## src/rtl/shared_reg_arbiter.sv

```systemverilog
// Round-robin arbiter granting NUM_REQ writers time-sliced bursts into one shared register.
// Optional contention counter enabled by defining CONFLICT_CNT_EN.
module shared_reg_arbiter #(
  parameter int NUM_REQ   = 4,
  parameter int DATA_W    = 8,
  parameter int MAX_BURST = 4
) (
  input  logic                      clk,
  input  logic                      rst_n,
  input  logic [NUM_REQ-1:0]        req,
  input  logic [NUM_REQ*DATA_W-1:0] wdata,
  output logic [NUM_REQ-1:0]        gnt,
  output logic                      busy,
  output logic [DATA_W-1:0]         out,
  output logic                      out_valid
`ifdef CONFLICT_CNT_EN
  ,
  output logic [15:0]               conflict_cnt
`endif
);

  localparam int PTR_W = $clog2(NUM_REQ);
  localparam int CNT_W = $clog2(MAX_BURST + 1);
  localparam logic [CNT_W-1:0] BURST_LAST = CNT_W'(MAX_BURST);

  typedef enum logic [1:0] {
    IDLE = 2'd0,
    OWN  = 2'd1,
    GAP  = 2'd2
  } state_e;

  state_e              state_q, state_d;
  logic [PTR_W-1:0]    rr_ptr_q, rr_ptr_d;
  logic [PTR_W-1:0]    owner_q, owner_d;
  logic [CNT_W-1:0]    burst_cnt_q, burst_cnt_d;
  logic [NUM_REQ-1:0]  gnt_q, gnt_d;
  logic [DATA_W-1:0]   out_q, out_d;
  logic                out_valid_q, out_valid_d;
  logic [PTR_W-1:0]    winner;
  logic [DATA_W-1:0]   owner_wdata;

  function automatic logic [PTR_W-1:0] next_idx(input logic [PTR_W-1:0] idx);
    if (int'(idx) == NUM_REQ - 1) return '0;
    return idx + PTR_W'(1);
  endfunction

  // Walk the ring starting at ptr; the first set request wins.
  function automatic logic [PTR_W-1:0] find_winner(input logic [NUM_REQ-1:0] r,
                                                   input logic [PTR_W-1:0]   ptr);
    logic [PTR_W-1:0] idx;
    logic [PTR_W-1:0] win;
    logic             found;
    idx   = ptr;
    win   = ptr;
    found = 1'b0;
    for (int i = 0; i < NUM_REQ; i++) begin
      if (!found && r[idx]) begin
        win   = idx;
        found = 1'b1;
      end
      idx = next_idx(idx);
    end
    return win;
  endfunction

  function automatic logic [NUM_REQ-1:0] onehot(input logic [PTR_W-1:0] idx);
    logic [NUM_REQ-1:0] oh;
    oh      = '0;
    oh[idx] = 1'b1;
    return oh;
  endfunction

  assign winner      = find_winner(req, rr_ptr_q);
  assign owner_wdata = wdata[int'(owner_q)*DATA_W +: DATA_W];

  always_comb begin
    state_d     = state_q;
    rr_ptr_d    = rr_ptr_q;
    owner_d     = owner_q;
    burst_cnt_d = burst_cnt_q;
    gnt_d       = gnt_q;
    out_d       = out_q;
    out_valid_d = 1'b0;
    case (state_q)
      IDLE: begin
        if (|req) begin
          gnt_d       = onehot(winner);
          owner_d     = winner;
          burst_cnt_d = '0;
          state_d     = OWN;
        end
      end
      OWN: begin
        if (req[owner_q]) begin
          out_d       = owner_wdata;
          out_valid_d = 1'b1;
          burst_cnt_d = burst_cnt_q + CNT_W'(1);
        end
        // Release on the last allowed write or as soon as the owner drops its request.
        if (!req[owner_q] || (burst_cnt_d == BURST_LAST)) begin
          state_d  = GAP;
          gnt_d    = '0;
          rr_ptr_d = next_idx(owner_q);
        end
      end
      GAP: begin
        state_d = IDLE;
      end
      default: begin
        state_d = IDLE;
        gnt_d   = '0;
      end
    endcase
  end

  always_ff @(posedge clk or negedge rst_n) begin
    if (!rst_n) begin
      state_q     <= IDLE;
      rr_ptr_q    <= '0;
      owner_q     <= '0;
      burst_cnt_q <= '0;
      gnt_q       <= '0;
      out_q       <= '0;
      out_valid_q <= 1'b0;
    end else begin
      state_q     <= state_d;
      rr_ptr_q    <= rr_ptr_d;
      owner_q     <= owner_d;
      burst_cnt_q <= burst_cnt_d;
      gnt_q       <= gnt_d;
      out_q       <= out_d;
      out_valid_q <= out_valid_d;
    end
  end

  assign gnt       = gnt_q;
  assign busy      = (state_q != IDLE);
  assign out       = out_q;
  assign out_valid = out_valid_q;

`ifdef CONFLICT_CNT_EN
  logic [15:0] conflict_cnt_q, conflict_cnt_d;

  function automatic logic multi_req(input logic [NUM_REQ-1:0] r);
    return |(r & (r - NUM_REQ'(1)));
  endfunction

  function automatic logic [15:0] sat_inc16(input logic [15:0] v);
    return (v == 16'hFFFF) ? v : v + 16'd1;
  endfunction

  // Contention is only meaningful while arbitration is actually happening.
  always_comb begin
    conflict_cnt_d = conflict_cnt_q;
    if ((state_q == IDLE) && multi_req(req)) conflict_cnt_d = sat_inc16(conflict_cnt_q);
  end

  always_ff @(posedge clk or negedge rst_n) begin
    if (!rst_n) conflict_cnt_q <= '0;
    else        conflict_cnt_q <= conflict_cnt_d;
  end

  assign conflict_cnt = conflict_cnt_q;
`endif

endmodule
```

## config.mk

```make
export PLATFORM = sky130hd
export DESIGN_NAME = shared_reg_arbiter
export DESIGN_NICKNAME = d
export VERILOG_FILES = /design/src/rtl/shared_reg_arbiter.sv
export SDC_FILE = /design/constraint.sdc
export NUM_CORES = 1
export LEC_CHECK = 0
export CORE_MARGIN = 3
export CORE_UTILIZATION = 41
export DETAILED_ROUTE_END_ITERATION = 12
export GPL_TIMING_DRIVEN = 0
export PLACE_DENSITY = 0.76
export SLEW_MARGIN = 20
export SYNTH_ARGS = -nofsm -noshare
export SYNTH_HDL_FRONTEND = slang
export SYNTH_SLANG_ARGS = --single-unit
export TNS_END_PERCENT = 1
```

## constraint.sdc

```tcl
create_clock -name clk -period 2.4 [get_ports clk]
set_input_delay 0.24 -clock clk [delete_from_list [all_inputs] [get_ports clk]]
set_output_delay 0.24 -clock clk [all_outputs]
set_load 0.02 [all_outputs]
```

Word-level counts from Yosys, hierarchy flattened
Index checks and enable logic that the tools add are counted.
{"block": "op_classes", "shift": 1, "n_addsub": 5, "n_eq_ne": 9, "magnitude_cmp": 7, "n_bitwise": 1, "mux": 44, "reduce_logical": 19}
{"op": "$shiftx A32 B6 Y8", "n": 1}
{"op": "$mux W2", "n": 13}
{"op": "$lt A2 B3 Y1 const B", "n": 6}
{"op": "$mux W1", "n": 17}
{"op": "$pmux W4 S3", "n": 1}
{"op": "$bmux W1 S2", "n": 5}
{"op": "$eq A2 B1 Y1 const B", "n": 5}
{"op": "$reduce_and A2 Y1", "n": 5}
{"op": "$mux W3", "n": 3}
{"op": "$add A2 B1 Y2 const B", "n": 4}
{"op": "$mux W4", "n": 2}
{"op": "$pmux W3 S2", "n": 1}
{"op": "$logic_and A1 B1 Y1", "n": 4}
{"op": "$logic_not A1 Y1", "n": 4}
{"op": "$ne A2 B2 Y1 const B", "n": 2}
{"op": "$pmux W2 S2", "n": 1}
{"op": "$reduce_bool A2 Y1", "n": 2}
{"op": "$reduce_or A4 Y1", "n": 1}
{"op": "$add A3 B1 Y3 const B", "n": 1}
{"op": "$eq A3 B3 Y1 const B", "n": 1}
{"op": "$reduce_and A3 Y1", "n": 1}
{"op": "$demux W1 S2", "n": 1}
{"op": "$eq A2 B2 Y1 const B", "n": 1}
{"op": "$ge A2 B1 Y1 const B", "n": 1}
{"op": "3 further kinds", "n": 3}
{"block": "word_totals", "out_inout_bits": 14, "inputBits": 38, "regBits": 22, "wordCells": 93}

Longest topological paths before layout
{"block": "logic_depth", "depth_word": 19, "depth_mapped": 8, "mapped_depth_nobuf": 7}

Worst setup path before layout
Ideal clock, no wire load.
{"block": "synth_timing", "path_kind": "flip-flop to flip-flop", "startpoint": "reg rr_ptr_q[0]", "endpoint": "reg gnt_q[3], in the netlist gnt[3]", "arrival_ns": 2.177, "path_buffers": 1, "required_time_ns": 2.278, "slack_ns": 0.101, "synth_period_minus_slack_ns": 2.299, "path_stages_with_launch": 9, "setup_time_ns": 0.122, "path_cell_list": "dfrtp_1 ha_1 buf_2 o41ai_1 a311oi_1 o21ai_1 a22oi_1 or2_0 a32o_1"}
{"block": "synth_between", "elab_chain_len": 19, "word_cells_on_any_way": 39, "classes_between": "add/sub: 3; order compare: 2; eq/ne: 3; mux: 24; reduce/logical: 7"}
{"item": "start, declared", "line_no": "33", "text": "logic [PTR_W-1:0] rr_ptr_q, rr_ptr_d;"}
{"item": "start signal, assigned", "line_no": "127", "text": "rr_ptr_q <= rr_ptr_d;"}
{"item": "parallel branches: the longest is 12 deep, another holds $add A2 B1 Y2"}
{"item": "$mux W2 (*)", "line_no": "57", "text": "if (!found && r[idx]) begin"}
{"item": "$lt A2 B3 Y1 (not written as such) / $ge A2 B1 Y1 (equally long branches)", "line_no": "69", "text": "oh[idx] = 1'b1;"}
{"item": "$logic_and A1 B1 Y1 (not written as such)", "line_no": "69"}
{"item": "$mux W1 (not written as such)", "line_no": "69"}
{"item": "$demux W1 S2 (*)", "line_no": "69"}
{"item": "$mux W4 (*)", "line_no": "86", "text": "if (|req) begin"}
{"item": "$pmux W4 S3 (*)", "line_no": "84", "text": "case (state_q)"}
{"item": "end signal, assigned", "line_no": "130", "text": "gnt_q <= gnt_d;"}
{"item": "end, declared", "line_no": "36", "text": "logic [NUM_REQ-1:0] gnt_q, gnt_d;"}
Mark *: on every way between the ends. The select of a mux whose other input is x is not followed.
A chain may end at the register's enable or synchronous reset.

Worst setup path after layout
{"block": "layout_timing", "startpoint": "reg rr_ptr_q[1]", "endpoint": "reg gnt_q[3], in the netlist gnt[3]"}
Same word-level chain as after synthesis.

==> results.toml <==
[synthesis]
synth_compound_area_share_pct = 13.06
syn_area_um2 = 1543
netlist-cell-type-count = 43
avgSynthCellArea_um2 = 10.86
synth_largest_area_cell = "dfrtp_1"
synth_top_family_by_area = "multiplexers"
ys_ff_latch = 22
yosys-top-cells-count = "22 x dfrtp_1, 14 x nand2_1, 11 x mux4_2"
synth_fp_nets = 183
synth.area.top_cells = "dfrtp_1 36%, mux4_2 16%, mux2_1 4.4%"
synthMuxAreaShare_pct = 24.90
async_reset_ff_share_pct = 100.0
synth-edff-count = 0
synth_seq_area_share_pct = 35.69
yosysWarningCount = 0
yosysMostFrequentCell = "dfrtp_1"
synth_ff_type = "dfrtp_1"
synthAdderAreaFrac_pct = 2.433
yosys.area_share.simple_pct = 17.03
synth_xor_area_share_pct = 0.5677
netlist.area_leader.share_pct = 35.69
syn_inst = 142

[grt]
busiest_layer = "met2"
grt_pass1_wl_um = 6499
grt_use_met3_pct = 3.661
antenna_found_initial = 0
grt_max_degree = 23
grt_pass1_vias = 1455
gr-usage-all-layers_pct = 18.84
use_met2_pct = 34.60
grt_remaining_overflow = 0
grt.met1_usage_pct = 23.12

[setup_path]
crit_chain = "ha_4 -> clkbuf_4 -> o41ai_2 -> a311oi_1 -> o21ai_2 -> a31o_1 -> or2_0 -> a32o_1"
crit_buf_inv = 1
crit_fanout = 10
criticalPathCategory = "flop to flop"
crit_path_max_incr_delay_ns = 0.43
cp_top_family = "compound AO/OA/AOI/OAI gates"
worstPathArrival_ns = 2.50
critical_path.slowest_cell = "dfrtp_2"
worstPathRequired_ns = 2.55
endpoint_kind = "flop"
start_kind = "flop"

[floorplanning]
die_h_um = 67.34
dieArea_um2 = 4535
chipWidth_um = 67.34
initial_core_util_pct = 44.48
core_area_um2 = 3468
rows = 21
ioPinCount = 52

[placed_design]
numPortBuffers = 49
dp_hpwl_um = 3272
placed_area_um2 = 2091
pre_cts_ws_ns = -0.1912
gp_congestion = 0.9281

[detailed_routing]
vias_per_cell = 5.570
ant_nets = 0
drt_wl_total_um = 4060
dr.pass1.iters = 4
vias = 1359
initialDrtViolationCount = 23
drc = 0
routedWlPerCell_um = 16.64

[finish]
final_util_pct = 64.43
area_delta_synth_final_pct = 44.85
diodes = 0
post-route-cell-area_um2 = 2235
nets = 240
fillCellCount = 285
layout-drive-gt1-share_pct = 23.23

[power]
vdd_drop_max_mv = 0.6207
power.density_nw_per_um2 = 1293
power_leakage_nw = 0.9149

[clock_network]
cts_buffers = 3
clock_path_buffers = 2
insertion_delay_ns = 0.26
cts.sinks = 22
clk_pin_slew_worst_paths_ns = 0.08
htree_levels = 1
cts_root_buffer = "clkbuf_8"
cts_tree = "yes"

[worst_hold_path]
hp-class = "input port to async pin"

[sta]
fin_crit_sh_pct = 97.90
max_freq_mhz = 425.6
final.setup_skew_ns = 0.004170
timing.final.ws_setup_ns = 0.05040
setup_viol = 0
hold_viol = 0
period_minus_slack_ns = 2.350
slew_headroom_pct = 49.17
slew_violations = 0
tightest_slew_ns = 0.7624

[run]
cap_violations = 0

[run_status]
status = "finished clean"
## area by class of cell
class                   instances  area [um2]  share of cell area (%)
plain buffers                  11       81.33                   3.639
clock buffers                   3       41.29                   1.848
clock inverters                 1       30.03                   1.344
inverters                       5       18.77                  0.8399
multi-input cells             104       942.2                   42.16
flip-flops and latches         22       553.0                   24.75
well taps                      46       57.56                   2.576
repair buffers                 52       510.5                   22.84
## report_power, final
group	total [mW]	switching, mW	internal [mW]
registers	0.646	0.107	0.539
logic	1.91	0.973	0.934
clock network	0.338	0.115	0.223
total	2.89	1.19	1.70
## worst paths after layout
path / from / end / slack [ns] / depth (start not counted)
max in group asynchronous: rst_n / rr_ptr_q[0] / 1.56 / 2
hold / removal: rst_n / burst_cnt_q[2] / 0.48 / 2
hold reg to reg: out[6] / out[6] / 0.49 / 1
setup reg to reg: rr_ptr_q[1] / gnt[3] / 0.05 / 8
setup / recovery: rr_ptr_q[1] / gnt[3] / 0.05 / 8
min in group clk: out[6] / out[6] / 0.49 / 1
## flip-flops by register name, indices dropped and copies added, names as in the netlist
name / count
gnt: 4
rr_ptr_q: 2
owner_q: 2
out_valid: 1
burst_cnt_q: 3
state_q: 2
out: 8
## kinds of logic (layout without fill, tap and decap cells)
group,count (synthesis),in the layout
and+or+nand+nor,47,47
AOI/OAI and AO/OA,30,30
muxes,23,23
DFF,22,22
buffers and inverters,16,72
adders and majority gates,3,3
xor gates and xnor gates,1,1
## metrics by stage
step | power [mW] | hold WS [ns] | TNS, ns | cells
finish | 2.890 | 0.4754 | 0 | 244
detailed placement | 2.432 | 0.4797 | -0.4638 | 237
global placement | 2.335 | 0.4696 | -0.08026 | 237
floorplan | 1.884 | -0.05559 | 0 | 142
global route | 3.112 | 0.5081 | -0.03476 | 244
CTS | 2.854 | 0.4936 | 0 | 243
## worst register-to-register path: stages (launching register included)
cell and delay, ns:
dfrtp_2 0.43, ha_4 0.30, clkbuf_4 0.20, o41ai_2 0.10
a311oi_1 0.31, o21ai_2 0.12, a31o_1 0.26, or2_0 0.24
a32o_1 0.27
## placed cells by master (no fill, tap or decap), types with 3 or more instances in the layout
master / instances
mux2_1: 6
nor2_1: 6
mux2_2: 4
o21ai_0: 8
buf_2: 6
nor3b_1: 3
nor2b_1: 4
nand2_1: 14
nand2b_1: 3
clkdlybuf4s50_1: 48
mux4_2: 11
o21ai_1: 3
buf_6: 4
nor3_1: 3
inv_1: 4
dfrtp_1: 20
clkbuf_8: 3
a21oi_1: 5
## what timing repair did
action                                  in CTS  in global routing
endpoints found under the hold margin        0                 22
endpoints found under the setup margin       6                  6
setup buffers                                2                  0
pin swaps                                    1                  1
hold buffers                                 0                  1
gates resized for setup                      5                  5
gates cloned                                 0                  0
## per-layer routing
layer  part of all wire, %  routed length [um]
met5                     0                   0
met4                   1.3                  54
met3                   3.1                 126
met2                    56                2292
met1                    39                1586
Note: power is estimated with default switching activity, not from simulation.
